===== src/rtl/wb_initiator.sv =====
// Wishbone classic initiator: one command in, one bus cycle, one response.
// Ports: clk/rst_n, cmd valid/ready stream, rsp valid/ready stream, o_wb_*/i_wb_* bus, o_timeouts.
module wb_initiator #(
  parameter int TIMEOUT = 255,
  parameter int TO_W    = 8
) (
  input  logic        clk,
  input  logic        rst_n,
  input  logic        i_cmd_valid,
  output logic        o_cmd_ready,
  input  logic        i_cmd_we,
  input  logic [16:0] i_cmd_adr,
  input  logic [31:0] i_cmd_dat,
  input  logic [3:0]  i_cmd_sel,
  output logic        o_rsp_valid,
  input  logic        i_rsp_ready,
  output logic [31:0] o_rsp_dat,
  output logic        o_rsp_err,
  output logic        o_wb_cyc,
  output logic        o_wb_stb,
  output logic        o_wb_we,
  output logic [16:0] o_wb_adr,
  output logic [31:0] o_wb_dat,
  output logic [3:0]  o_wb_sel,
  input  logic [31:0] i_wb_dat,
  input  logic        i_wb_ack,
  output logic [7:0]  o_timeouts
);

  localparam logic [1:0] IDLE = 2'd0;
  localparam logic [1:0] BUS  = 2'd1;
  localparam logic [1:0] RESP = 2'd2;

  localparam bit             TO_EN   = (TIMEOUT != 0);
  localparam logic [TO_W-1:0] TO_LAST = TO_W'(TIMEOUT - 1);

  logic [1:0]      state;
  logic [TO_W-1:0] cnt;

  always_ff @(posedge clk or negedge rst_n) begin
    if (!rst_n) begin
      state       <= IDLE;
      cnt         <= '0;
      o_cmd_ready <= 1'b0;
      o_rsp_valid <= 1'b0;
      o_rsp_dat   <= '0;
      o_rsp_err   <= 1'b0;
      o_wb_cyc    <= 1'b0;
      o_wb_stb    <= 1'b0;
      o_wb_we     <= 1'b0;
      o_wb_adr    <= '0;
      o_wb_dat    <= '0;
      o_wb_sel    <= '0;
      o_timeouts  <= '0;
    end else begin
      unique case (state)
        IDLE: begin
          // ready is registered, so it only rises one edge after reset
          if (i_cmd_valid && o_cmd_ready) begin
            o_wb_we     <= i_cmd_we;
            o_wb_adr    <= i_cmd_adr;
            o_wb_dat    <= i_cmd_dat;
            o_wb_sel    <= i_cmd_sel;
            o_wb_cyc    <= 1'b1;
            o_wb_stb    <= 1'b1;
            cnt         <= '0;
            o_cmd_ready <= 1'b0;
            state       <= BUS;
          end else begin
            o_cmd_ready <= 1'b1;
          end
        end
        BUS: begin
          // ack takes priority over a timeout on the same edge
          if (i_wb_ack) begin
            o_rsp_dat   <= o_wb_we ? 32'h0 : i_wb_dat;
            o_rsp_err   <= 1'b0;
            o_wb_cyc    <= 1'b0;
            o_wb_stb    <= 1'b0;
            o_rsp_valid <= 1'b1;
            state       <= RESP;
          end else if (TO_EN && cnt == TO_LAST) begin
            o_rsp_dat   <= 32'hDEADBEEF;
            o_rsp_err   <= 1'b1;
            o_wb_cyc    <= 1'b0;
            o_wb_stb    <= 1'b0;
            o_rsp_valid <= 1'b1;
            if (o_timeouts != 8'hFF)
              o_timeouts <= o_timeouts + 8'd1;
            state       <= RESP;
          end else begin
            cnt <= cnt + 1'b1;
          end
        end
        RESP: begin
          if (i_rsp_ready) begin
            o_rsp_valid <= 1'b0;
            o_cmd_ready <= 1'b1;
            state       <= IDLE;
          end
        end
        default: begin
          state <= IDLE;
        end
      endcase
    end
  end

endmodule


===== config.mk =====
export PLATFORM = sky130hd
export DESIGN_NAME = wb_initiator
export DESIGN_NICKNAME = d
export VERILOG_FILES = /design/src/rtl/wb_initiator.sv
export SDC_FILE = /design/constraint.sdc
export NUM_CORES = 1
export LEC_CHECK = 0
export CORE_MARGIN = 2
export CORE_UTILIZATION = 35
export CTS_BUF_LIST = sky130_fd_sc_hd__clkbuf_16
export CTS_CLUSTER_SIZE = 14
export DETAILED_ROUTE_END_ITERATION = 10
export PLACE_DENSITY = 0.71
export SYNTH_ARGS = -nofsm -noshare
export SYNTH_HDL_FRONTEND = slang
export SYNTH_SLANG_ARGS = --single-unit

===== constraint.sdc =====
create_clock -name clk -period 1.5 [get_ports clk]
set_input_delay 0.225 -clock clk [delete_from_list [all_inputs] [get_ports clk]]
set_output_delay 0.225 -clock clk [all_outputs]
set_load 0.02 [all_outputs]

* Word-level counts from Yosys, hierarchy flattened *
Index checks and enable logic that the tools add are counted.

cells by class
  bitwise operators = 1
  reductions and logical operators = 14
  muxes and demuxes = 24
  equal/unequal tests = 9
  add/subtract/negate cells = 2

operators by type and width
  cell                                                 count
  two-way mux 32 bit                                   3
  two-way mux 8 bit                                    3
  adder 8 x 1 -> 8 bit, second input constant          2
  one-hot mux 8 bit (2 select lines)                   1
  two-way mux 1 bit                                    9
  AND reduction 3 bit                                  3
  equality test 8 bit, second input constant           1
  two-way mux 2 bit                                    4
  inequality test 2 bit, second input constant         4
  inequality test 8 bit, second input constant         1
  AND reduction 4 bit                                  2
  nonzero test 2 bit                                   4
  one-hot mux 1 bit (2 select lines)                   3
  one-hot mux 2 bit (3 select lines)                   1
  AND reduction 2 bit                                  3
  inequality test 3 bit, second input constant         1
  equality test 2 x 1 -> 1 bit, second input constant  1
  equality test 2 bit, second input constant           1
  logical NOT 2 bit                                    1
  logical AND 1 bit                                    1
  inverter 1 bit                                       1

storage, ports and cells
  input port bits = 91
  bits in registers = 108
  output and inout port bits = 99
  word-level logic and storage cells = 62

* Logic depth before layout (Yosys ltp) *
  word-level depth = 4
  gate-level depth with buffers = 7
  gate-level depth less buffers = 7

* Least setup slack after synthesis *
No wires, ideal clock.

  path type = register -> register
  start point = register o_cmd_ready
  end point = register o_wb_dat[10]
  arrival time = 1.501 ns
  data required time = 1.372 ns
  setup time = 0.128 ns
  cell stages (with the launch flop) = 6
  clock period less this slack = 1.629 ns
  setup slack = -0.129 ns
  path buffers = 2
  cell sequence = dfrtp_1 nand2_1 nor3_1 buf_2 buf_4 mux2_1

between the ends
  cells in the longest elaborated chain, start to end = 2

ends and longest elaborated chain
  item                           RTL line  text
  start: declaration             10        output logic o_cmd_ready,
  start signal: assignment       44        o_cmd_ready <= 1'b0;
  start signal: assignment       67        o_cmd_ready <= 1'b0;
  start signal: assignment       70        o_cmd_ready <= 1'b1;
  logical AND 1 bit              59        if (i_cmd_valid && o_cmd_ready) begin
  AND reduction 2 bit (no line)  n/a
  end signal: assignment         62        o_wb_dat <= i_cmd_dat;
  end: declaration               23        output logic [31:0] o_wb_dat,

No other way between the ends.
A chain may end at the register's enable or synchronous reset.

* Worst setup path after layout *
  start point = register state[1]
  end point = register o_wb_adr[7]

between the ends
  cells in the longest elaborated chain, start to end = 2

ends and longest elaborated chain
  item                           RTL line  text
  start: declaration             37        logic [1:0] state;
  start signal: assignment       42        state <= IDLE;
  start signal: assignment       68        state <= BUS;
  start signal: assignment       81        state <= RESP;
  logical NOT 2 bit              56        unique case (state)
  AND reduction 2 bit (no line)  n/a
  end signal: assignment         61        o_wb_adr <= i_cmd_adr;
  end: declaration               22        output logic [16:0] o_wb_adr,

No other way between the ends.

==> results.json <==
{
  "grt_max_degree": 55,
  "power_density_nw_per_um2": 1930,
  "avgSynthCellArea_um2": 13.8,
  "clock_sinks": 108,
  "irDropWorstVdd_mv": 0.997,
  "power_mw": 14.5,
  "wl_met1_mm": 5.09,
  "fin_area_um2": 7490,
  "avgRoutedWirePerCell_um": 17.4,
  "synthTopCellsByArea": "dfrtp_1 (61%), mux2_2 (7.9%), mux2_1 (6.7%), o22a_1 (5.0%), nor2b_1 (3.6%)",
  "r2r_start": "state[1]",
  "fp.dieW_um": 116,
  "crit_path_max_fanout": 12,
  "cp.required_ns": 1.73,
  "gp_congestion": 0.781,
  "nNetsFinal": 651,
  "drcViolationCount": 0,
  "synth_ff_type": "dfrtp_1",
  "area_growth_pct": 70.3,
  "gr-total-overflow": 0,
  "grt_use_total_pct": 18.6,
  "synthCells": 318,
  "synth_area_um2": 4400,
  "antenna_left": 0,
  "synth-seq-cells": 108,
  "antenna_found_initial": 0,
  "path_delay_family": "buffers and inverters",
  "period_share_pct": 107,
  "std_cell_rows": 40,
  "synth.net_count": 412,
  "die_area_um2": 13500,
  "slowest_stage": "dfrtp_1",
  "path_buf_inv": 3,
  "drive_above_1_share_pct": 27.6,
  "synth.distinct_cells": 37,
  "netlist.area_leader.share_pct": 61.5,
  "h-tree-depth": 3,
  "dieHeight_um": 116,
  "reg2reg_depth": 5,
  "insertion_delay_ns": 0.35,
  "violations": "setup timing",
  "worstPathArrival_ns": 1.84,
  "cp-start-kind": "register",
  "final_max_slew_viol_count": 0,
  "hold_viol_final": 0,
  "numPortBuffers": 189,
  "cts_root_buffer": "clkbuf_16",
  "wl_met3_um": 913,
  "place_area_um2": 6730,
  "grt_pass1_vias": 3772,
  "cap_violations": 0,
  "yosysWarnings": 0,
  "postLayoutCoreUtil_pct": 61.6,
  "fin_ws_ns": -0.103,
  "ys_async_sr_fraction_pct": 100,
  "yosysTopAreaCell": "dfrtp_1",
  "drt_wl_total_mm": 12.7,
  "setup_tns_ns": -6.52,
  "max_freq_mhz": 624,
  "met2_length_mm": 6.43,
  "tightestPinTransition_ns": 0.407,
  "synth_most_common_cell": "dfrtp_1",
  "pre_cts_ws_ns": -0.356,
  "final.setup_skew_ns": 0.00605,
  "core_area_um2": 12200,
  "crit_path_end_kind": "register",
  "r2r_end": "o_wb_adr[7]",
  "firstDrtPassIters": 4,
  "period_minus_slack_ns": 1.60,
  "hold_class": "in -> async",
  "relSlewSlack_pct": 72.9,
  "rrSetupSlack_ns": -0.10,
  "path_cells": "buf_4 -> nor3_4 -> buf_6 -> clkbuf_16 -> mux2_2",
  "synth_edf_count": 0,
  "ios": 190,
  "start_util_pct": 36.2,
  "path_clk_slew_ns": 0.07,
  "grt_pass1_wl_mm": 19.0,
  "criticalPathCategory": "reg -> reg",
  "vias_per_cell": 4.82,
  "drt_iter0_markers": 173,
  "clk_path_buf_depth": 2,
  "p_leak_nw": 3.45,
  "ys_seq_area_share_pct": 61.5,
  "top_layer": "met4",
  "outcome": "finished with violations",
  "cts_tree": "done",
  "setup_viol": 99,
  "rsz0062_at_grt": "true",
  "place_hpwl_mm": 8.40,
  "diodes": 0,
  "numCtsBuffers": 9,
  "synthTopCellsByCount": "dfrtp_1 (108), mux2_2 (31), mux2_1 (26), nor2b_1 (25), o22a_1 (25)",
  "vias": 3522,
  "cpPeakStageDelay_ns": 0.42
}
-- layer usage --
metal	GRT usage (%)	vias up
met3	6.38	17
met1	21.2	1762
li1	-	1630
met5	0	-
met2	32.3	113
met4	7.14	0
-- registers in the layout, summed over array words and instances, names as in the netlist --
name,flops
o_rsp_dat,32
o_wb_dat,32
o_wb_adr,17
cnt,8
o_timeouts,8
o_wb_sel,4
state,2
o_cmd_ready,1
o_rsp_err,1
o_rsp_valid,1
o_wb_stb,1
o_wb_we,1
-- report_power, final --
group          switching, mW  internal, mW
Clock                   1.06          1.11
Combinational           3.67          3.77
Sequential             0.667          4.19
Total                   5.40          9.08
-- how the worst max path moves through the flow --
stage / startpoint / slack (ns) / end / depth (start not counted)
floorplan: state[1] / -0.01 / o_timeouts[4] / 4
global placement: i_wb_ack / -0.34 / o_timeouts[4] / 5
detailed placement: i_wb_ack / -0.36 / cnt[6] / 5
CTS: state[0] / -0.1 / o_timeouts[4] / 5
global route: state[0] / -0.17 / cnt[6] / 5
finish: state[1] / -0.10 / o_wb_adr[7] / 5
-- placed cells by master, fill, tap and decap left out, types with 7 or more instances in the layout --
cell type / netlist / routed
a22o_1: 8 / 8
buf_12: 0 / 7
buf_4: 4 / 33
buf_6: 1 / 9
clkbuf_16: 0 / 12
clkdlybuf4s50_1: 0 / 89
dfrtp_1: 108 / 105
dlygate4sd2_1: 0 / 99
mux2_2: 31 / 26
mux2_4: 0 / 31
nand2_1: 8 / 7
nor2b_1: 25 / 24
o22a_1: 25 / 25
-- worst reg2reg max path, cell delays in order (launching register included) --
cell and delay (ns):
dfrtp_1 0.42, buf_4 0.16, nor3_4 0.22, buf_6 0.16, clkbuf_16 0.18, mux2_2 0.34
-- per-stage QoR --
step | cells | hold WS, ns
3_5_place_dp | 690 | 0.189
3_3_place_gp | 690 | 0.186
6_report | 730 | 0.353
5_1_grt | 730 | 0.390
4_1_cts | 721 | 0.360
2_1_floorplan | 318 | -0.0706
-- area by class of cell --
cell class | instances | area, um2
Clock buffer | 9 | 225
Clock inverter | 7 | 43.8
Fill cell | 1030 | 4670
Inverter | 3 | 11.3
Multi-Input combinational cell | 191 | 1880
Sequential cell | 108 | 2710
Tap cell | 168 | 210
Timing Repair Buffer | 244 | 2410
-- cells by family after synthesis --
family / count (synthesis) / synth area share (%)
xor gates and xnor gates: 5 / 0.996
muxes: 58 / 14.8
adders and majority gates: 3 / 0.854
DFF: 108 / 61.5
and+or+nand+nor: 72 / 9.82
AOI/OAI and AO/OA: 53 / 9.70
buffers and inverters: 19 / 2.33
-- repair_timing --
item	in CTS	in global routing
buffers inserted	11	6
hold endpoints to repair	28	0
pin swaps	7	14
hold buffers	1	0
cloned	4	3
resized for setup	145	26
setup endpoints to repair	196	107
No activity file was read; power rests on OpenSTA's default activity.
